### config.mk
export PLATFORM = sky130hd
export DESIGN_NAME = apple_generator
export DESIGN_NICKNAME = d
export VERILOG_FILES = /design/src/rtl/apple_generator.sv
export SDC_FILE = /design/constraint.sdc
export NUM_CORES = 1
export LEC_CHECK = 0
export ABC_AREA = 1
export BUFFER_PORTS_ARGS = -buffer_cell sky130_fd_sc_hd__buf_2
export CORE_MARGIN = 3
export CORE_UTILIZATION = 30
export DETAILED_ROUTE_END_ITERATION = 8
export MAX_ROUTING_LAYER = met4
export SLEW_MARGIN = 0
export SYNTH_ARGS = -nofsm -noshare
export SYNTH_HDL_FRONTEND = slang
export SYNTH_SLANG_ARGS = --single-unit
### constraint.sdc
create_clock -name clk -period 1.3 [get_ports clk]
set_clock_uncertainty 0.2 [all_clocks]
set_input_delay 0.13 -clock clk [delete_from_list [all_inputs] [get_ports clk]]
set_output_delay 0.13 -clock clk [all_outputs]
set_load 0.005 [all_outputs]
### src/rtl/apple_generator.sv
// -----------------------------------------------------------------------------
// apple_generator
//
// Holds the apple cell for the 16x16 snake grid. It also tells the display
// path whether the cell currently being drawn is the apple.
//
// When the snake eats the apple (goodColl), the apple moves to the random
// candidate cell (randX, randY). A candidate that lands on a live body segment
// is rejected. The request then stays pending, and the block tries the fresh
// random candidate on every following cycle until one is free.
//
// Optional build macro:
//   APPLE_BORDER_REJECT_EN - also reject candidates on the wall ring
//                            (column or row equal to 0 or 15).
//
// Ports:
//   clk      - system clock, rising edge
//   reset    - asynchronous active-high reset
//   s_reset  - synchronous active-high soft reset (new game)
//   x, y     - cell currently being drawn
//   randX    - random candidate column
//   randY    - random candidate row
//   goodColl - head hit the apple; request relocation
//   body     - NUM_SEG segment bytes {X[7:4], Y[3:0]}; 8'h00 = unused slot
//   apple    - registered; 1 when (x,y) matched the apple cell
// -----------------------------------------------------------------------------
module apple_generator #(
  parameter int         NUM_SEG = 50,
  parameter logic [3:0] INIT_X  = 4'd10,
  parameter logic [3:0] INIT_Y  = 4'd7
) (
  input  logic                    clk,
  input  logic                    reset,
  input  logic                    s_reset,
  input  logic [3:0]              x,
  input  logic [3:0]              y,
  input  logic [3:0]              randX,
  input  logic [3:0]              randY,
  input  logic                    goodColl,
  input  logic [NUM_SEG-1:0][7:0] body,
  output logic                    apple
);

  logic [3:0] apple_x;
  logic [3:0] apple_y;
  logic       pend;
  logic       occ;
  logic       req;

  // A candidate is occupied when it matches any used body slot. All slots are
  // compared in parallel. A zero byte marks an empty slot, so an empty slot
  // never blocks cell (0,0).
  always_comb begin
    // NOTE: assign a default before the loop so that no path leaves occ unassigned; that would infer a latch.
    occ = 1'b0;
    for (int i = 0; i < NUM_SEG; i++) begin
      if (body[i] != 8'h00 && body[i] == {randX, randY}) occ = 1'b1;
    end
`ifdef APPLE_BORDER_REJECT_EN
    if (randX == 4'd0 || randX == 4'd15 || randY == 4'd0 || randY == 4'd15)
      occ = 1'b1;
`endif
  end

  // A rejected request stays alive through pend until a free candidate appears.
  assign req = goodColl | pend;

  always_ff @(posedge clk or posedge reset) begin
    if (reset) begin
      apple_x <= INIT_X;
      apple_y <= INIT_Y;
      pend    <= 1'b0;
      apple   <= 1'b0;
    end else if (s_reset) begin
      apple_x <= INIT_X;
      apple_y <= INIT_Y;
      pend    <= 1'b0;
      apple   <= 1'b0;
    end else begin
      // NOTE: non-blocking assignments make the compare below see the position from before this edge, so a move shows on apple one clock later.
      apple <= (x == apple_x) && (y == apple_y);
      if (req) begin
        if (!occ) begin
          apple_x <= randX;
          apple_y <= randY;
          pend    <= 1'b0;
        end else begin
          pend    <= 1'b1;
        end
      end
    end
  end

endmodule

==> out/qor.yml, run 1 <==
fp.dieW_um: 165.6
layout_commonest_cell: "nand2_1"
start_kind: "input pin"
cts_tree: "yes"
most-common-layout-cells: "nand2_1, buf_2, nor2_1"
drc: 0
dpl.cell_count: 2204
arrival_ns: 1.88
syn_area_per_cell_um2: 5.363
ant_nets: 0
grt_max_degree: 22
wl_met1_um: 15820
ys_ff_latch: 10
grt_antenna_before_repair: 10
multi_input_area_um2: 6728
critical_path.max_stage_delay_ns: 0.28
crit_path_cell_trace: "buf_16 -> inv_4 -> buf_12 -> buf_12 -> or2_2 -> nand3_2 -> nor2_1 -> nand3_1 -> nand2_1 -> nor2_2 -> nand2_2 -> nor2_4 -> nand3_2 -> nand2_4 -> buf_6 -> nand3_1 -> nand2_1"
post_dp_cell_area_um2: 10710
finalSetupViolCount: 9
clockBufferDepth: 2
dr_wl_met3_um: 2332
period_share: 1.462
cts.sinks: 10
drv_slew: 0
dp_slack_ns: -1.076
nets: 2332
setup_tns_ns: -5.153
fin_ws_ns: -0.6003
fmax_mhz: 526.2
end_kind: "register"
vias_per_cell: 4.669
fin_crit_ns: 1.900
ys_types: 27
die-area_um2: 27430
crit_type: "input pin to register"
dr.pass1.iters: 5
synth_top_area_share: 0.2773
syn_area_um2: 7642
reg2reg_slack_ns: -0.15
core_area_um2: 24680
synth_cells: 1425
num_vias: 10480
clk_pin_slew_ns: 0.04
synth_area_leaders: "xnor2_1, nand2_1, nor2_1"
wl_met2_um: 18230
h-tree-depth: 1
required_ns: 1.28
hpwl_um: 30060
yosysWarnings: 0
worst_hold_slack_ns: 0.09218
path_buf_inv: 5
drt_wl_total_um: 37340
fillCellCount: 2674
wire_per_inst_um: 16.63
p_leak_nw: 5.931
io_pins: 421
fp.dieH_um: 165.6
hold_viol: 0
start_util: 0.3097
yosys.area.top_type: "xnor2_1"
rsz0062_at_grt: "yes"
crit_path_top_delay_cell: "or2_2"
std_cell_rows: 57
grt_pass1_wl_um: 55960
finalNonFillerCells: 2245
seq_area_um2: 256.5
cts-root-buf: "clkbuf_16"
peakVddDrop_mv: 0.3634
numPortBuffers: 420
syn2layout_area_growth_pct: 51.05
cts_buffers: 3
gp_congestion: 0.9831
cpLargestDelayFamily: "simple AND/OR/NAND/NOR gates"
track_usage: 0.2615
drt_iter0_drc: 587
syn_nets: 1845
clock_latency_ns: 0.24
drive_above_1_share: 0.3192
worst_pin_slew_ns: 0.4106
final_area_um2: 11540
highest_layer: "met4"
path_max_fanout: 5
yosysSeqAreaShare: 0.03356
cap_violations: 0
holdCritPathClass: "input pin to register"
outcome: "finished with violations"
violations: "setup timing"
p_per_area_nw_per_um2: 428.2
slew_headroom: 0.7259
grt_pass1_vias: 10480
overflow: 0
[cell type report]
class | instances | area share
Antenna cell | 10 | 0.002168
Inverter | 102 | 0.03447
Multi-Input combinational cell | 1258 | 0.5828
Tap cell | 324 | 0.03512
Timing Repair Buffer | 537 | 0.3155
Clock buffer | 4 | 0.007696
Sequential cell | 10 | 0.02222
[cell usage after synthesis (all sizes together)]
library cell  number
nand2            464
xnor2            242
o21ai              3
dfrtp              5
o211ai             1
inv              101
buf               54
or2               17
o21bai             1
nor4               4
dfstp              5
nor3              18
clkinv             1
nand4             50
o22ai              2
xor2              58
nor2             320
clkbuf             1
nand3             77
a21oi              1
[timing repair]
action,in CTS,in global routing
setup endpoints to repair,10,10
resized for setup,70,31
hold buffers,2,0
hold endpoints to repair,11,0
setup buffers,17,3
pin swaps,30,30
gates cloned,6,1
[per-stage QoR]
step / util / total power, mW
floorplan: - / 2.430
CTS: 0.4612 / 4.895
finish: 0.4678 / 4.943
detailed placement: 0.4341 / 3.994
global route: 0.4678 / 5.352
global placement: 0.4341 / 3.957
[cells by family (layout without fill, tap and decap cells)]
group / after synthesis / count (layout) / share of synthesized area
other cells: 0 / 10 / 0
simple gates: 950 / 950 / 0.5080
xor+xnor: 300 / 300 / 0.3438
compound gates: 8 / 8 / 0.006221
flops: 10 / 10 / 0.03356
buf+inv: 157 / 643 / 0.1084
[path summary, 6_finish.rpt]
kind                       cells past startpoint         end        from
min reg2reg                                    2  apple_y[0]  apple_y[0]
max                                           17  apple_y[3]    randX[0]
min in group asynchronous                      3  apple_y[3]       reset
max in group asynchronous                      3  apple_y[0]       reset
max reg2reg                                    6  apple_x[1]        pend
min                                            4        pend    goodColl
[sequential cells by signal, indices dropped and copies added (netlist names)]
name and count:
apple 1, pend 1, apple_y 4, apple_x 4
[per-layer routing]
metal / up-vias / global-route usage
li1: 5342 / -
met2: 414 / 0.4546
met4: 0 / 0.06944
met1: 4672 / 0.3255
met3: 55 / 0.02455
met5: - / -
[power breakdown]
| group | switching, mW | internal (mW) |
|---|---|---|
| sequential | 0.0442 | 0.393 |
| clock | 0.156 | 0.464 |
| combinational | 1.95 | 1.93 |
| total | 2.15 | 2.79 |
[worst min-delay path, stage by stage]
cell	delay [ns]
buf_2	0.09
nor3_1	0.06
buf_4	0.13
nor2_1	0.08
Power figures use the tool's default switching activity.
==> inputs of run 2 (changes only) <==
Settings changed: CTS_CLUSTER_DIAMETER set to 150.
Clock period 1.3 ns to 2.2 ns, I/O delays scaled along.
==> run 2 against run 1 <==
  * The run now ends clean
  * Global-route usage decreased by 1.4 points
  * Combinational power shrank 46%
  * Via count shrank 1.7%
  * Sequential power is 42% lower
  * Cell count is 1.5% lower
  * Core utilization is 2.9 points lower
  * Routed wire length decreased by 4.5%
  * Highest routed layer unchanged
==> out/qor.yml, run 2 (synthesis gave the netlist of run 1 again) <==
std_cell_rows: 57  # unchanged
p_leak_nw: 5.593  # -5.7%
period_share: 0.9410
worst_pin_slew_ns: 0.3585  # -0.05213 ns
rsz0062_at_grt: "yes"
clockBufferDepth: 2  # unchanged
startpoint: "randY[2]"
drc: 0  # unchanged
required_ns: 2.12  # +0.84 ns
fillCellCount: 2755  # +3.0%
cts-root-buf: "clkbuf_16"
critPathCapture: "apple_y[3]"
core_area_um2: 24680  # unchanged
finalSetupViolCount: 0  # -9
post_dp_cell_area_um2: 10520  # -1.8%
rr_worst_depth: 5  # -1
rr_startpoint: "pend"
die-area_um2: 27430  # unchanged
outcome: "completed"
hpwl_um: 30180  # +0.40%
most-common-layout-cells: "nand2_1, buf_2, nor2_1"
grt_pass1_wl_um: 53730  # -4.0%
gp_congestion: 0.9375  # -4.6%
slew_headroom: 0.7588  # +0.03285
end_kind: "register"
drive_above_1_share: 0.2862  # -0.03303
cts_tree: "yes"
num_vias: 10300  # -1.7%
fp.dieW_um: 165.6  # unchanged
hold_viol: 0  # unchanged
grt_max_degree: 25  # +14%
fp.dieH_um: 165.6  # unchanged
numPortBuffers: 420  # unchanged
final_area_um2: 10820  # -6.2%
multi_input_area_um2: 6590  # -2.0%
reg2reg_slack_ns: 0.61  # +0.76 ns
peakVddDrop_mv: 0.2678  # -26%
clk_pin_slew_ns: 0.04  # about the same
syn2layout_area_growth_pct: 41.62
drt_iter0_drc: 486  # -17%
cts_buffers: 3  # unchanged
nets: 2294  # -1.6%
drt_wl_total_um: 35670  # -4.5%
seq_area_um2: 256.5  # unchanged
layout_commonest_cell: "nand2_1"
io_pins: 421  # unchanged
arrival_ns: 1.99  # +0.11 ns
path_max_fanout: 12  # +7
crit_type: "input pin to register"
cts.sinks: 10  # unchanged
start_kind: "input pin"
fmax_mhz: 483.1
grt_pass1_vias: 10090  # -3.8%
dr.pass1.iters: 5  # unchanged
cap_violations: 0  # unchanged
grt_antenna_before_repair: 14  # +4
h-tree-depth: 1  # unchanged
reg_top3: "apple_x (4), apple_y (4)"
track_usage: 0.2473  # -0.01422
fin_crit_ns: 2.070
final_core_util: 0.4386  # -0.02921
start_util: 0.3097  # unchanged
overflow: 0  # unchanged
holdCritPathClass: "input pin to register"
timing.rr.end: "apple_y[2]"
clock_latency_ns: 0.24  # about the same
wire_per_inst_um: 16.12  # -3.1%
vias_per_cell: 4.658  # -0.24%
drv_slew: 0  # unchanged
p_per_area_nw_per_um2: 252.1  # -41%
ant_nets: 0  # unchanged
[run 2: cell count changes in the layout (fill, tap and decap cells not counted), sizes merged]
cell         before  now
dlygate4sd3       2    1
bufbuf            1    0
clkbuf            5    6
diode            10   15
buf             533  496
[run 2: critical path, cell delays in order]
cell and delay, ns:
buf_4 0.16, buf_12 0.17, buf_4 0.15, xnor2_1 0.15, nand2_1 0.07, nor2_1 0.09, nand3_1 0.16, nand2_2 0.15
nor2_1 0.05, nand2_1 0.07, nor2_2 0.05, nand3_2 0.09, nand2_4 0.09, buf_4 0.17, nand3_1 0.06, nand2_1 0.07
[run 2: final cells by class]
class,count,share of cell area
tap,324,0.03746
inverter,102,0.03538
clock buffer,4,0.008208
antenna,15,0.003468
sequential,10,0.02370
multi-input combinational,1258,0.6089
timing repair buffer,499,0.2829
[run 2: worst min-delay path by stage]
stage / start / to / slack, ns / cells past startpoint
after floorplan: reset / apple / -0.14 / 1
after global placement: reset / apple / -0.006 / 2
after detailed placement: reset / apple / 0.003 / 2
after CTS: s_reset / apple / 0.02 / 2
after global routing: s_reset / apple / 0.04 / 2
final: s_reset / apple / 0.02 / 2
[run 2: power by group]
part / internal, mW / switching [mW]
Clock: 0.274 / 0.0881
Sequential: 0.232 / 0.0235
Combinational: 1.02 / 1.09
Total: 1.52 / 1.21
[run 2: repair_timing]
item                       CTS  global route
setup buffers                0            11
hold buffers                 1             0
setup endpoints to repair    8             8
pin swaps                    0             3
cloned                       0             2
hold endpoints to repair     5             0
resized for setup            4            14
[run 2: layer usage]
layer / global-route usage / vias to the layer above / wire (µm)
met3: 0.03956 / 49 / 2467
met1: 0.2991 / 4563 / 15070
met2: 0.4263 / 427 / 17290
li1: - / 5265 / -
met5: - / - / 0
met4: 0.06980 / 0 / 840
[run 2: through the flow]
stage	setup TNS (ns)	power (mW)	std cells	hold slack, ns	setup slack [ns]
6_report	0	2.729	2212	0.02336	0.1298
5_1_grt	-0.01446	2.973	2211	0.03555	-0.005552
4_1_cts	0	2.693	2184	0.02285	0.003590
3_5_place_dp	-2.967	2.320	2179	0.003154	-0.3663
3_3_place_gp	-2.886	2.303	2179	-0.005549	-0.3603
2_1_floorplan	0	1.423	1425	-0.1434	0.3287
==> inputs of run 3 (changes only) <==
Settings changed: BUFFER_PORTS_ARGS -buffer_cell sky130_fd_sc_hd__buf_2 to unset, DONT_BUFFER_PORTS set to 1.
==> run 3 against run 2 <==
  * Flip-flop and latch count unchanged
  * Critical path depth is the same
  * Non-clock buffer count decreased by 478
  * Global-route usage down 2.8 points
  * Highest routed layer unchanged
  * Combinational power shrank 44%
  * Core utilization fell by 12 points
  * Largest cell class unchanged
  * Die area is the same
==> out/qor.yml, run 3 (synthesis gave the netlist of run 1 again) <==
fmax_mhz: 510.7  # +5.7%
arrival_ns: 1.88  # -0.11 ns
nets: 1816  # -21%
rr_worst_depth: 5  # unchanged
gp_congestion: 0.9521  # +1.6%
required_ns: 2.12  # about the same
hp-start: "y[1]"
clock_latency_ns: 0.24  # about the same
reg_top3: "apple_x (4), apple_y (4)"
power_mw: 1.793  # -34%
drive_above_1_share: 0.03154  # -0.2546
post_dp_cell_area_um2: 7825  # -26%
clk_pin_slew_ns: 0.04  # about the same
holdPathEnd: "apple"
cts-root-buf: "clkbuf_16"
reg2reg_slack_ns: 0.71  # +0.10 ns
wire_per_inst_um: 18.21  # +13%
cap_violations: 0  # unchanged
hpwl_um: 24870  # -18%
vias_per_cell: 4.899  # +5.2%
ant_nets: 0  # unchanged
cts_resized: 0  # -4
drt_wl_total_um: 31310  # -12%
min_path_cells: 4  # +2
fin_crit_ns: 1.958  # -0.1122 ns
std_cell_rows: 57  # unchanged
holdCritPathClass: "input pin to register"
worst_hold_slack_ns: 0.05950  # +0.03614 ns
cts.sinks: 10  # unchanged
numPortBuffers: 0  # -100%
syn2layout_area_growth_pct: 3.946
finalSetupViolCount: 0  # unchanged
fillCellCount: 2801  # +1.7%
p_leak_nw: 3.548  # -37%
drt_iter0_drc: 461  # -5.1%
most-common-layout-cells: "nand2_1, nor2_1, xnor2_1"
track_usage: 0.2193  # -0.02802
core_area_um2: 24680  # unchanged
rsz0062_at_grt: "no"
peakVddDrop_mv: 0.2314  # -14%
cts_buffers: 3  # unchanged
fp.dieH_um: 165.6  # unchanged
start_kind: "input pin"
io_pins: 421  # unchanged
grt_max_degree: 52  # +110%
slew_headroom: 0.7530  # -0.005783
worst_pin_slew_ns: 0.3701  # +0.01157 ns
hold_viol: 0  # unchanged
start_util: 0.3097  # unchanged
drv_slew: 0  # unchanged
grt_antenna_before_repair: 0  # -14
outcome: "completed"
final_area_um2: 7944  # -27%
layout_commonest_cell: "nand2_1"
ctsHoldBuffers: 3  # +2
n_antenna_cell: 0  # -15
setup_tns_ns: 0  # unchanged
h-tree-depth: 1  # unchanged
period_share: 0.8900  # -0.05101
grt_pass1_vias: 8334  # -17%
fp.dieW_um: 165.6  # unchanged
clockBufferDepth: 2  # unchanged
dr.pass1.iters: 5  # unchanged
drc: 0  # unchanged
timing.rr.end: "apple_y[3]"
crit_type: "input pin to register"
path_max_fanout: 51  # +39
num_vias: 8421  # -18%
rr_startpoint: "pend"
cts_tree: "yes"
overflow: 0  # unchanged
grt_pass1_wl_um: 47200  # -12%
post_cts_buffers: 0  # unchanged
end_kind: "register"
die-area_um2: 27430  # unchanged
p_per_area_nw_per_um2: 225.7  # -10%
[run 3: cell count changes in the layout (fill, tap and decap cells not counted), moves of 4 or more]
cell     previous run  this run
nor2_1            316       320
buf_4              55        11
buf_2             415         0
buf_12             25         7
diode_2            15         0
[run 3: final cells by class]
| cell class | instances | area, µm² | area share |
|---|---|---|---|
| Clock buffer | 4 | 88.84 | 0.01118 |
| Tap cell | 324 | 405.4 | 0.05103 |
| Timing Repair Buffer | 21 | 252.7 | 0.03182 |
| Sequential cell | 10 | 256.5 | 0.03229 |
| Inverter | 102 | 382.9 | 0.04820 |
| Multi-Input combinational cell | 1258 | 6558 | 0.8255 |
[run 3: worst max-delay path by stage]
stage	start	end	slack [ns]
4_1_cts	randX[1]	apple_y[3]	0.21
5_1_grt	randX[1]	apple_x[2]	0.03
2_1_floorplan	randY[1]	apple_x[0]	0.33
6_report	randX[1]	apple_y[3]	0.24
3_5_place_dp	randX[1]	apple_y[3]	-0.04
3_3_place_gp	randX[1]	apple_x[0]	-0.04
[run 3: metrics by stage]
stage | worst slack [ns] | util | instances
global placement | -0.03994 | 0.3171 | 1712
floorplan | 0.3287 | - | 1425
global route | 0.02625 | 0.3219 | 1719
CTS | 0.2083 | 0.3219 | 1719
detailed placement | -0.04085 | 0.3171 | 1712
finish | 0.2421 | 0.3219 | 1719
[run 3: critical path, cell delays in order]
cell,delay [ns]
inv_1,0.07
buf_4,0.19
or2_2,0.28
nand3_1,0.09
nor2_1,0.04
nand3_1,0.09
nand2_1,0.06
nor2_1,0.09
nand2_1,0.06
nor2_1,0.09
buf_4,0.12
nand3_2,0.09
nand2_4,0.14
nand2_4,0.09
nand2_1,0.07
nand2_1,0.05
[run 3: routing by layer]
metal / up-vias / track usage / wire [µm]
met4: 0 / 0.05208 / 742
met1: 3758 / 0.2500 / 12480
met5: - / - / 0
met3: 46 / 0.05386 / 2806
li1: 4275 / - / -
met2: 342 / 0.3876 / 15280
[run 3: power breakdown]
| part | switching [mW] | internal [mW] |
|---|---|---|
| Sequential | 0.0243 | 0.232 |
| Combinational | 0.529 | 0.649 |
| Clock | 0.0849 | 0.273 |
